$ cat config.mk
export PLATFORM = sky130hd
export DESIGN_NAME = state_sequencer
export DESIGN_NICKNAME = d
export VERILOG_FILES = /design/src/rtl/seq_pkg.sv /design/src/rtl/dwell_timer.sv /design/src/rtl/state_sequencer.sv
export SDC_FILE = /design/constraint.sdc
export NUM_CORES = 1
export LEC_CHECK = 0
export CELL_PAD_IN_SITES_DETAIL_PLACEMENT = 1
export CELL_PAD_IN_SITES_GLOBAL_PLACEMENT = 1
export CORE_MARGIN = 2
export CORE_UTILIZATION = 40
export DETAILED_ROUTE_END_ITERATION = 16
export PLACE_DENSITY_LB_ADDON = 0.25
export SLEW_MARGIN = 20
export SYNTH_ARGS = -nofsm -noshare
export SYNTH_HDL_FRONTEND = slang
export SYNTH_HIERARCHICAL = 1
export SYNTH_SLANG_ARGS = --single-unit
$ cat constraint.sdc
create_clock -name i_clk -period 3.7 [get_ports i_clk]
set_input_delay 0.37 -clock i_clk [delete_from_list [all_inputs] [get_ports i_clk]]
set_output_delay 0.37 -clock i_clk [all_outputs]
set_load 0.02 [all_outputs]
$ cat src/rtl/seq_pkg.sv
// seq_pkg: FSM encoding and default geometry shared by the state_sequencer slice.
package seq_pkg;

  // Sequencer control FSM
  typedef enum logic [1:0] {
    IDLE  = 2'd0,
    RUN   = 2'd1,
    PAUSE = 2'd2
  } seq_fsm_e;

  // Default sequence geometry: six decoded digits on a 3-bit state bus
  localparam int unsigned DEFAULT_NUM_STATES = 6;
  localparam int unsigned DEFAULT_STATE_W    = 3;

endpackage : seq_pkg

$ cat src/rtl/dwell_timer.sv
// dwell_timer: counts clocks spent in the current state and flags the last one.
// o_expire is high in the enabled cycle where count == dwell_reg-1, so a state
// is held exactly dwell_reg enabled clocks. load (new start) and clear (step or
// stop) both restart the count from zero; when disabled the count freezes.
module dwell_timer #(
  parameter int unsigned DWELL_W = 16
) (
  input  logic               i_clk,
  input  logic               i_rst_n,
  input  logic               i_load,
  input  logic               i_enable,
  input  logic               i_clear,
  input  logic [DWELL_W-1:0] i_dwell_reg,
  output logic               o_expire
);

  localparam logic [DWELL_W-1:0] ONE = DWELL_W'(1);

  logic [DWELL_W-1:0] count_q;
  logic [DWELL_W-1:0] count_d;

  // dwell_reg is never zero, so dwell_reg-1 cannot underflow
  assign o_expire = i_enable && (count_q == (i_dwell_reg - ONE));

  // Next count: restart on load/clear, wrap on expiry, otherwise step or hold
  always_comb begin
    count_d = count_q;
    if (i_load || i_clear) begin
      count_d = '0;
    end else if (i_enable) begin
      count_d = o_expire ? '0 : (count_q + ONE);
    end
  end

  // Count register
  always_ff @(posedge i_clk or negedge i_rst_n) begin
    if (!i_rst_n) begin
      count_q <= '0;
    end else begin
      count_q <= count_d;
    end
  end

endmodule : dwell_timer

$ cat src/rtl/state_sequencer.sv
// state_sequencer: steps the 3-bit state feeding the 7-segment state decoder
// through 0..NUM_STATES-1, holding each state for a programmable dwell time.
// Commands (highest first): stop > pause > start > step.
// Optional build macro SEQ_REVERSE_EN adds i_dir for descending sequences.
module state_sequencer
  import seq_pkg::*;
#(
  parameter int unsigned NUM_STATES = DEFAULT_NUM_STATES,
  parameter int unsigned STATE_W    = DEFAULT_STATE_W,
  parameter int unsigned DWELL_W    = 16
) (
  input  logic               i_clk,
  input  logic               i_rst_n,
`ifdef SEQ_REVERSE_EN
  input  logic               i_dir,
`endif
  input  logic               i_start,
  input  logic               i_stop,
  input  logic               i_pause,
  input  logic               i_step,
  input  logic [DWELL_W-1:0] i_dwell,
  output logic [STATE_W-1:0] o_state,
  output logic               o_tick,
  output logic               o_wrap,
  output logic               o_running,
  output logic               o_paused
);

  localparam logic [STATE_W-1:0] LAST_STATE = STATE_W'(NUM_STATES - 1);
  localparam logic [STATE_W-1:0] STATE_ONE  = STATE_W'(1);
  localparam logic [DWELL_W-1:0] DWELL_ONE  = DWELL_W'(1);

  seq_fsm_e           fsm_q,   fsm_d;
  logic [STATE_W-1:0] state_q, state_d;
  logic [DWELL_W-1:0] dwell_q, dwell_d;
  logic               tick_q,  tick_d;
  logic               wrap_q,  wrap_d;

  logic               tmr_load;
  logic               tmr_enable;
  logic               tmr_clear;
  logic               tmr_expire;
  logic               advance;
  logic [STATE_W-1:0] adv_state;
  logic               adv_wrap;

  dwell_timer #(
    .DWELL_W(DWELL_W)
  ) u_dwell_timer (
    .i_clk      (i_clk),
    .i_rst_n    (i_rst_n),
    .i_load     (tmr_load),
    .i_enable   (tmr_enable),
    .i_clear    (tmr_clear),
    .i_dwell_reg(dwell_q),
    .o_expire   (tmr_expire)
  );

  // Neighbour of the current state in the active direction, and whether that move wraps
  always_comb begin
    adv_wrap  = (state_q == LAST_STATE);
    adv_state = adv_wrap ? '0 : (state_q + STATE_ONE);
`ifdef SEQ_REVERSE_EN
    if (i_dir) begin
      adv_wrap  = (state_q == '0);
      adv_state = adv_wrap ? LAST_STATE : (state_q - STATE_ONE);
    end
`endif
  end

  // Command decode: only the highest-priority command acts in a given cycle
  always_comb begin
    fsm_d      = fsm_q;
    state_d    = state_q;
    dwell_d    = dwell_q;
    tick_d     = 1'b0;
    wrap_d     = 1'b0;
    tmr_load   = 1'b0;
    tmr_enable = 1'b0;
    tmr_clear  = 1'b0;
    advance    = 1'b0;

    if (i_stop) begin
      fsm_d     = IDLE;
      state_d   = '0;
      tmr_clear = 1'b1;
    end else if (i_pause) begin
      // Pause only has meaning in RUN, but it still masks start/step elsewhere
      if (fsm_q == RUN) begin
        fsm_d = PAUSE;
      end
    end else begin
      case (fsm_q)
        IDLE: begin
          if (i_start) begin
            fsm_d    = RUN;
            state_d  = '0;
            dwell_d  = (i_dwell == '0) ? DWELL_ONE : i_dwell;
            tmr_load = 1'b1;
          end else if (i_step) begin
            advance   = 1'b1;
            tmr_clear = 1'b1;
          end
        end
        RUN: begin
          // A repeated start is deliberately ignored here
          tmr_enable = 1'b1;
          advance    = tmr_expire;
        end
        PAUSE: begin
          if (i_start) begin
            fsm_d = RUN;
          end else if (i_step) begin
            advance   = 1'b1;
            tmr_clear = 1'b1;
          end
        end
        default: begin
          fsm_d     = IDLE;
          state_d   = '0;
          tmr_clear = 1'b1;
        end
      endcase
    end

    if (advance) begin
      state_d = adv_state;
      tick_d  = 1'b1;
      wrap_d  = adv_wrap;
    end
  end

  // FSM, state, dwell and pulse registers
  always_ff @(posedge i_clk or negedge i_rst_n) begin
    if (!i_rst_n) begin
      fsm_q   <= IDLE;
      state_q <= '0;
      dwell_q <= DWELL_ONE;
      tick_q  <= 1'b0;
      wrap_q  <= 1'b0;
    end else begin
      fsm_q   <= fsm_d;
      state_q <= state_d;
      dwell_q <= dwell_d;
      tick_q  <= tick_d;
      wrap_q  <= wrap_d;
    end
  end

  assign o_state   = state_q;
  assign o_tick    = tick_q;
  assign o_wrap    = wrap_q;
  assign o_running = (fsm_q == RUN);
  assign o_paused  = (fsm_q == PAUSE);

endmodule : state_sequencer

After elaboration in Yosys (flattened, before gate mapping):

Cells that the tools add are included.

* logic and storage cells: 63
* bits in writable memories: 0
* latch bits: 0
* memories kept: 0
* bits in read-only memories: 0
* output and inout port bits: 7
* register bits: 39

* shift operators: 0
* muxes and demuxes: 32
* bitwise operators: 2
* add/sub/neg operators: 3
* equal/unequal tests: 10
* order comparisons: 0
* divide/modulo/power cells: 0
* $mul: 0
* reduce and logical (&&, ||, !) cells: 10

Operator list (count)
* two-way mux 16 bit: 4
* adder 16 x 1 -> 16 bit (second input constant): 1
* == test 16 bit: 1
* logical NOT 16 bit: 1
* subtractor 16 x 1 -> 16 bit (second input constant): 1
* two-way mux 1 bit: 15
* two-way mux 3 bit: 5
* two-way mux 2 bit: 4
* != test 3 x 2 -> 1 bit (second input constant): 2
* one-hot mux 3 bit (2 select lines): 1
* AND reduction 3 bit: 2
* != test 4 x 1 -> 1 bit (second input constant): 1
* != test 4 bit (second input constant): 1
* one-hot mux 1 bit (2 select lines): 2
* one-hot mux 2 bit (2 select lines): 1
* AND reduction 4 bit: 1
* OR reduction 2 bit: 2
* adder 3 x 1 -> 3 bit (second input constant): 1
* == test 3 bit (second input constant): 1
* != test 3 x 1 -> 1 bit (second input constant): 1
* != test 3 bit (second input constant): 1
* == test 2 x 1 -> 1 bit (second input constant): 1
* == test 2 bit (second input constant): 1
* logical NOT 2 bit: 1
* 4 further kinds: 5

Logic depth before layout (Yosys ltp):

* depth after elaboration: 10
* mapped depth: 12

Modules after synthesis:

The synthesis kept the hierarchy.

By module, submodules not included
* dwell_timer: area each 1541.5 µm², instances 1, seq. area each 400.4 µm², cells an instance 189
* state_sequencer: area each 1162.4 µm², instances 1, seq. area each 576.8 µm², cells an instance 91

Worst setup path before layout:

No wires, ideal clock.

* kind: register to register
* start point: register fsm_q[1]
* end point: register state_q[0] (netlist: o_state[0])
* arrival time: 2763 ps
* buffers on the path: 1
* period minus slack after synthesis: 2841 ps
* library setup time: 77 ps
* stages on the path, launching flop included: 13
* path slack: 859 ps
* cell sequence: dfrtp_1 > inv_1 > ha_1 > inv_1 > nor3_1 > clkbuf_1 > nand3_1 > nor3_1 > o211ai_1 > nor4_1 > a22oi_2 > or4_1 > a21oi_1

* word-level cells in the longest chain between the ends: 10
* elaborated cells on any way between the ends: 20
* those cells by class: eq/ne (5); mux (10); reduce/logical (5)

Ends and longest elaborated chain
* start, declared: line state_sequencer.sv:33 `seq_fsm_e fsm_q, fsm_d;`
* start signal, assigned: line state_sequencer.sv:142 `fsm_q <= fsm_d;`
* == test 2 x 1 -> 1 bit *
* via o_running: line state_sequencer.sv:25 `output logic o_running,`
* two-way mux 1 bit *: line state_sequencer.sv:93 `case (fsm_q)`
* two-way mux 1 bit *: line state_sequencer.sv:87 `end else if (i_pause) begin`
* two-way mux 1 bit *: line state_sequencer.sv:83 `if (i_stop) begin`
* via tmr_enable: line state_sequencer.sv:40 `logic tmr_enable;`
* logical AND 1 bit *: line dwell_timer.sv:23 `assign o_expire = i_enable && (count_q == (i_dwell_reg - ONE));`
* via tmr_expire: line state_sequencer.sv:42 `logic tmr_expire;`
* one-hot mux 1 bit (2 select lines) *: line state_sequencer.sv:93
* two-way mux 1 bit *: line state_sequencer.sv:87
* two-way mux 1 bit *: line state_sequencer.sv:83
* != test 4 bit (no line) (tied with other cells)
* AND reduction 3 bit (no line)
* end signal, assigned: line state_sequencer.sv:143 `state_q <= state_d;`
* end, declared: line state_sequencer.sv:34 `logic [STATE_W-1:0] state_q, state_d;`

Mark *: on every way through the listed nets, which the timed path passes. The rest lies on a longest branch. The select of a mux whose other input is x is not followed.
A chain may end at the register's enable or synchronous reset.

Worst setup path in the final report:

* start point: register dwell_q[1]
* end point: register state_q[1] (netlist: o_state[1])

* word-level cells in the longest chain between the ends: 8
* elaborated cells on any way between the ends: 11
* those cells by class: add/sub (1); eq/ne (4); mux (4); reduce/logical (2)

Ends and longest elaborated chain
* start, declared: line state_sequencer.sv:35 `logic [DWELL_W-1:0] dwell_q, dwell_d;`
* start signal, assigned: line state_sequencer.sv:144 `dwell_q <= dwell_d;`
* subtractor 16 x 1 -> 16 bit *: line dwell_timer.sv:23
* == test 16 bit *: line dwell_timer.sv:23
* logical AND 1 bit *: line dwell_timer.sv:23
* via tmr_expire: line state_sequencer.sv:42
* one-hot mux 1 bit (2 select lines) *: line state_sequencer.sv:93
* two-way mux 1 bit *: line state_sequencer.sv:87
* two-way mux 1 bit *: line state_sequencer.sv:83
* != test 4 bit (no line) (tied with other cells)
* AND reduction 3 bit (no line)

Mark *: on every way through the listed nets, which the timed path passes. The rest lies on a longest branch.

==> impl_metrics.yaml <==
synth:
  syn_area_sq_um: 2700
  synth_nets: 308
  ys.flop_type: "dfrtp_1"
  synthArstFlopShare: 1.00
  synth_warnings: 6
  syn_inst: 280
  synth_seq_cells: 39
  yosysSeqAreaShare: 0.361
  synth_area_per_cell_sq_um: 9.66
  synth_edf_count: 0
  ys_types: 62
route:
  highest_layer: "met4"
  first_pass_iters: 4
  drc: 0
  dr_wl_met3_microns: 140
  totalWireLength_mm: 6.77
  drt_iter0_markers: 48
  vias_per_cell: 5.88
  wl_per_cell_microns: 17.7
  drtAntennaViolNets: 0
  vias: 2251
  met2_length_mm: 3.45
  wl_met1_mm: 3.10
placement:
  place_congestion: 0.774
  place_area_sq_um: 3010
  hpwl_mm: 5.11
  numPortBuffers: 28
grt:
  grt_pass1_wl_mm: 11.4
  track_usage: 0.195
  grt_antenna_before_repair: 0
  grt-ovfl-total: 0
  grt_pass1_vias: 2321
  grt_max_degree: 40
clock_network:
  cts_buffers: 5
  path_clk_slew_ns: 0.07
  cts_root_buf: "clkbuf_8"
  clk-insertion-delay-late_ns: 0.29
  post-cts-setup-buffers: 0
  clock_path_buffers: 2
  htree_levels: 2
  cts_tree: "done"
  cts_hold_buf: 0
  cts_sinks: 39
  ctsResizeCount: 0
power_and_ir_drop:
  p_clk_frac: 0.239
  p_switching_uw: 382
  power.internal_uw: 770
  comb_power_share: 0.281
  p_leak_uw: 0.00119
  p_seq_frac: 0.480
  ir_drop_uv: 133
  switching_share: 0.331
  powerDensity_nw_per_um2: 372
  p_total_uw: 1150
floorplanning:
  row_count: 29
  fp.dieH_microns: 86.2
  die_area_sq_um: 7430
  die_w_microns: 86.2
  fp.coreArea_sq_um: 6460
  io-pin-count: 29
  start_util: 0.419
run_status:
  status: "completed"
sta:
  skew_ns: 0.00593
  worstMarginPinSlew_ns: 0.879
  drv_slew: 0
  slew_headroom: 0.414
  final_min_period_over_clock_period: 0.865
  hold_viol: 0
  final-setup-viol-count: 0
  finalCriticalPeriod_ns: 3.20
  rsz0062_at_grt: "no"
  setup_tns_ns: 0
  fmax_mhz: 312
  whs_ns: 0.195
cells_and_area:
  layout_commonest_cell: "dfrtp_1"
  n_antenna_cell: 0
  nNetsFinal: 333
  drive_above_1_share: 0.150
  stdcell_area_sq_um: 3090
  final_cell_mix: "dfrtp_1, clkdlybuf4s50_1, nand2_1, nand3_1, nor2_1"
  area_growth_pct: 14.3
worst_setup_path:
  end_kind: "flip-flop"
  r2r_start: "dwell_q[1]$_DFFE_PN0P_"
  crit_type: "flip-flop to flip-flop"
  cp_max_fo: 6
  crit_start: "dwell_q[1]$_DFFE_PN0P_"
  cp.required_ns: 3.86
  worstSetupStartpointType: "flip-flop"
  arrival_ns: 3.36
job:
  maxCapViolCount: 0
hold_path:
  worstHoldPathType: "input port to asynchronous set/reset pin"
per-layer routing:
metal	vias to the layer above	track usage
met5	-	0
met4	0	0.0511
met3	8	0.0333
met2	19	0.349
met1	1128	0.244
li1	1096	-
state kept, by name (all words and copies together) (netlist names):
register,flops
u_dwell_timer/count_q,16
o_wrap,1
fsm_q,2
o_tick,1
o_state,3
dwell_q,16
cell usage after synthesis, types with 6 or more instances:
library cell / n / area, sq um
nand3_1: 20 / 100
xor2_1: 9 / 78.8
a21oi_1: 14 / 70.1
inv_1: 9 / 33.8
and3_1: 6 / 37.5
dfrtp_1: 38 / 951
o311ai_1: 7 / 61.3
xnor2_1: 11 / 96.3
nor2_1: 15 / 56.3
clkbuf_1: 7 / 26.3
nor3_1: 11 / 55.1
nand2_1: 20 / 75.1
mux2_4: 7 / 105
ha_1: 6 / 75.1
mux2_2: 8 / 90.1
final timing paths:
kind / endpoint / slack (ns) / cells past startpoint
worst min-delay path: o_state[1]$_DFFE_PN0P_ / 0.20 / 1
worst max register to register: o_state[1]$_DFFE_PN0P_ / 0.50 / 10
max in group asynchronous: u_dwell_timer/count_q[15]$_DFFE_PN0P_ / 2.95 / 1
worst max-delay path: o_state[1]$_DFFE_PN0P_ / 0.50 / 10
worst min register to register: dwell_q[15]$_DFFE_PN0P_ / 0.54 / 1
min in group i_clk: dwell_q[15]$_DFFE_PN0P_ / 0.54 / 1
power groups by stage:
stage | Sequential (uW) | Combinational, uW | Clock, uW
finish | 552 | 324 | 275
global route | 561 | 358 | 306
CTS | 553 | 325 | 287
detailed placement | 561 | 321 | 0
global placement | 558 | 312 | 0
floorplan | 527 | 256 | 0
per-stage QoR:
| stage | util | setup WS, ns | cells |
|---|---|---|---|
| 2_1_floorplan | - | 0.859 | 280 |
| 3_3_place_gp | 0.466 | 0.643 | 375 |
| 3_5_place_dp | 0.466 | 0.488 | 375 |
| 4_1_cts | 0.479 | 0.470 | 383 |
| 5_1_grt | 0.479 | 0.198 | 383 |
| 6_report | 0.479 | 0.499 | 383 |
worst max-delay path, stage by stage, from the launching register on:
cell and delay, ns:
dfrtp_1 0.41, inv_1 0.06, ha_1 0.25, or4b_2 0.67, nor3_1 0.21, o2bb2ai_1 0.14
o22ai_1 0.14, nor4_1 0.47, a22oi_2 0.20, o311ai_0 0.38, o211ai_1 0.14
final cells by class:
class,instances,area (sq um)
Multi-Input combinational cell,217,1590
Clock buffer,7,76.3
Clock inverter,1,5.00
Inverter,9,33.8
Fill cell,761,3370
Timing Repair Buffer,33,313
Sequential cell,39,977
Tap cell,77,96.3
cell families after synthesis:
logic type / Yosys count / share of synthesized area
buffers and inverters: 24 / 0.0504
AND/OR/NAND/NOR: 116 / 0.243
AO/OA/AOI/OAI: 60 / 0.180
adder cells (fa/ha/maj): 6 / 0.0278
multiplexers: 15 / 0.0722
XOR/XNOR: 20 / 0.0648
flip-flops: 39 / 0.361
Note: power is estimated with default switching activity, not from simulation.
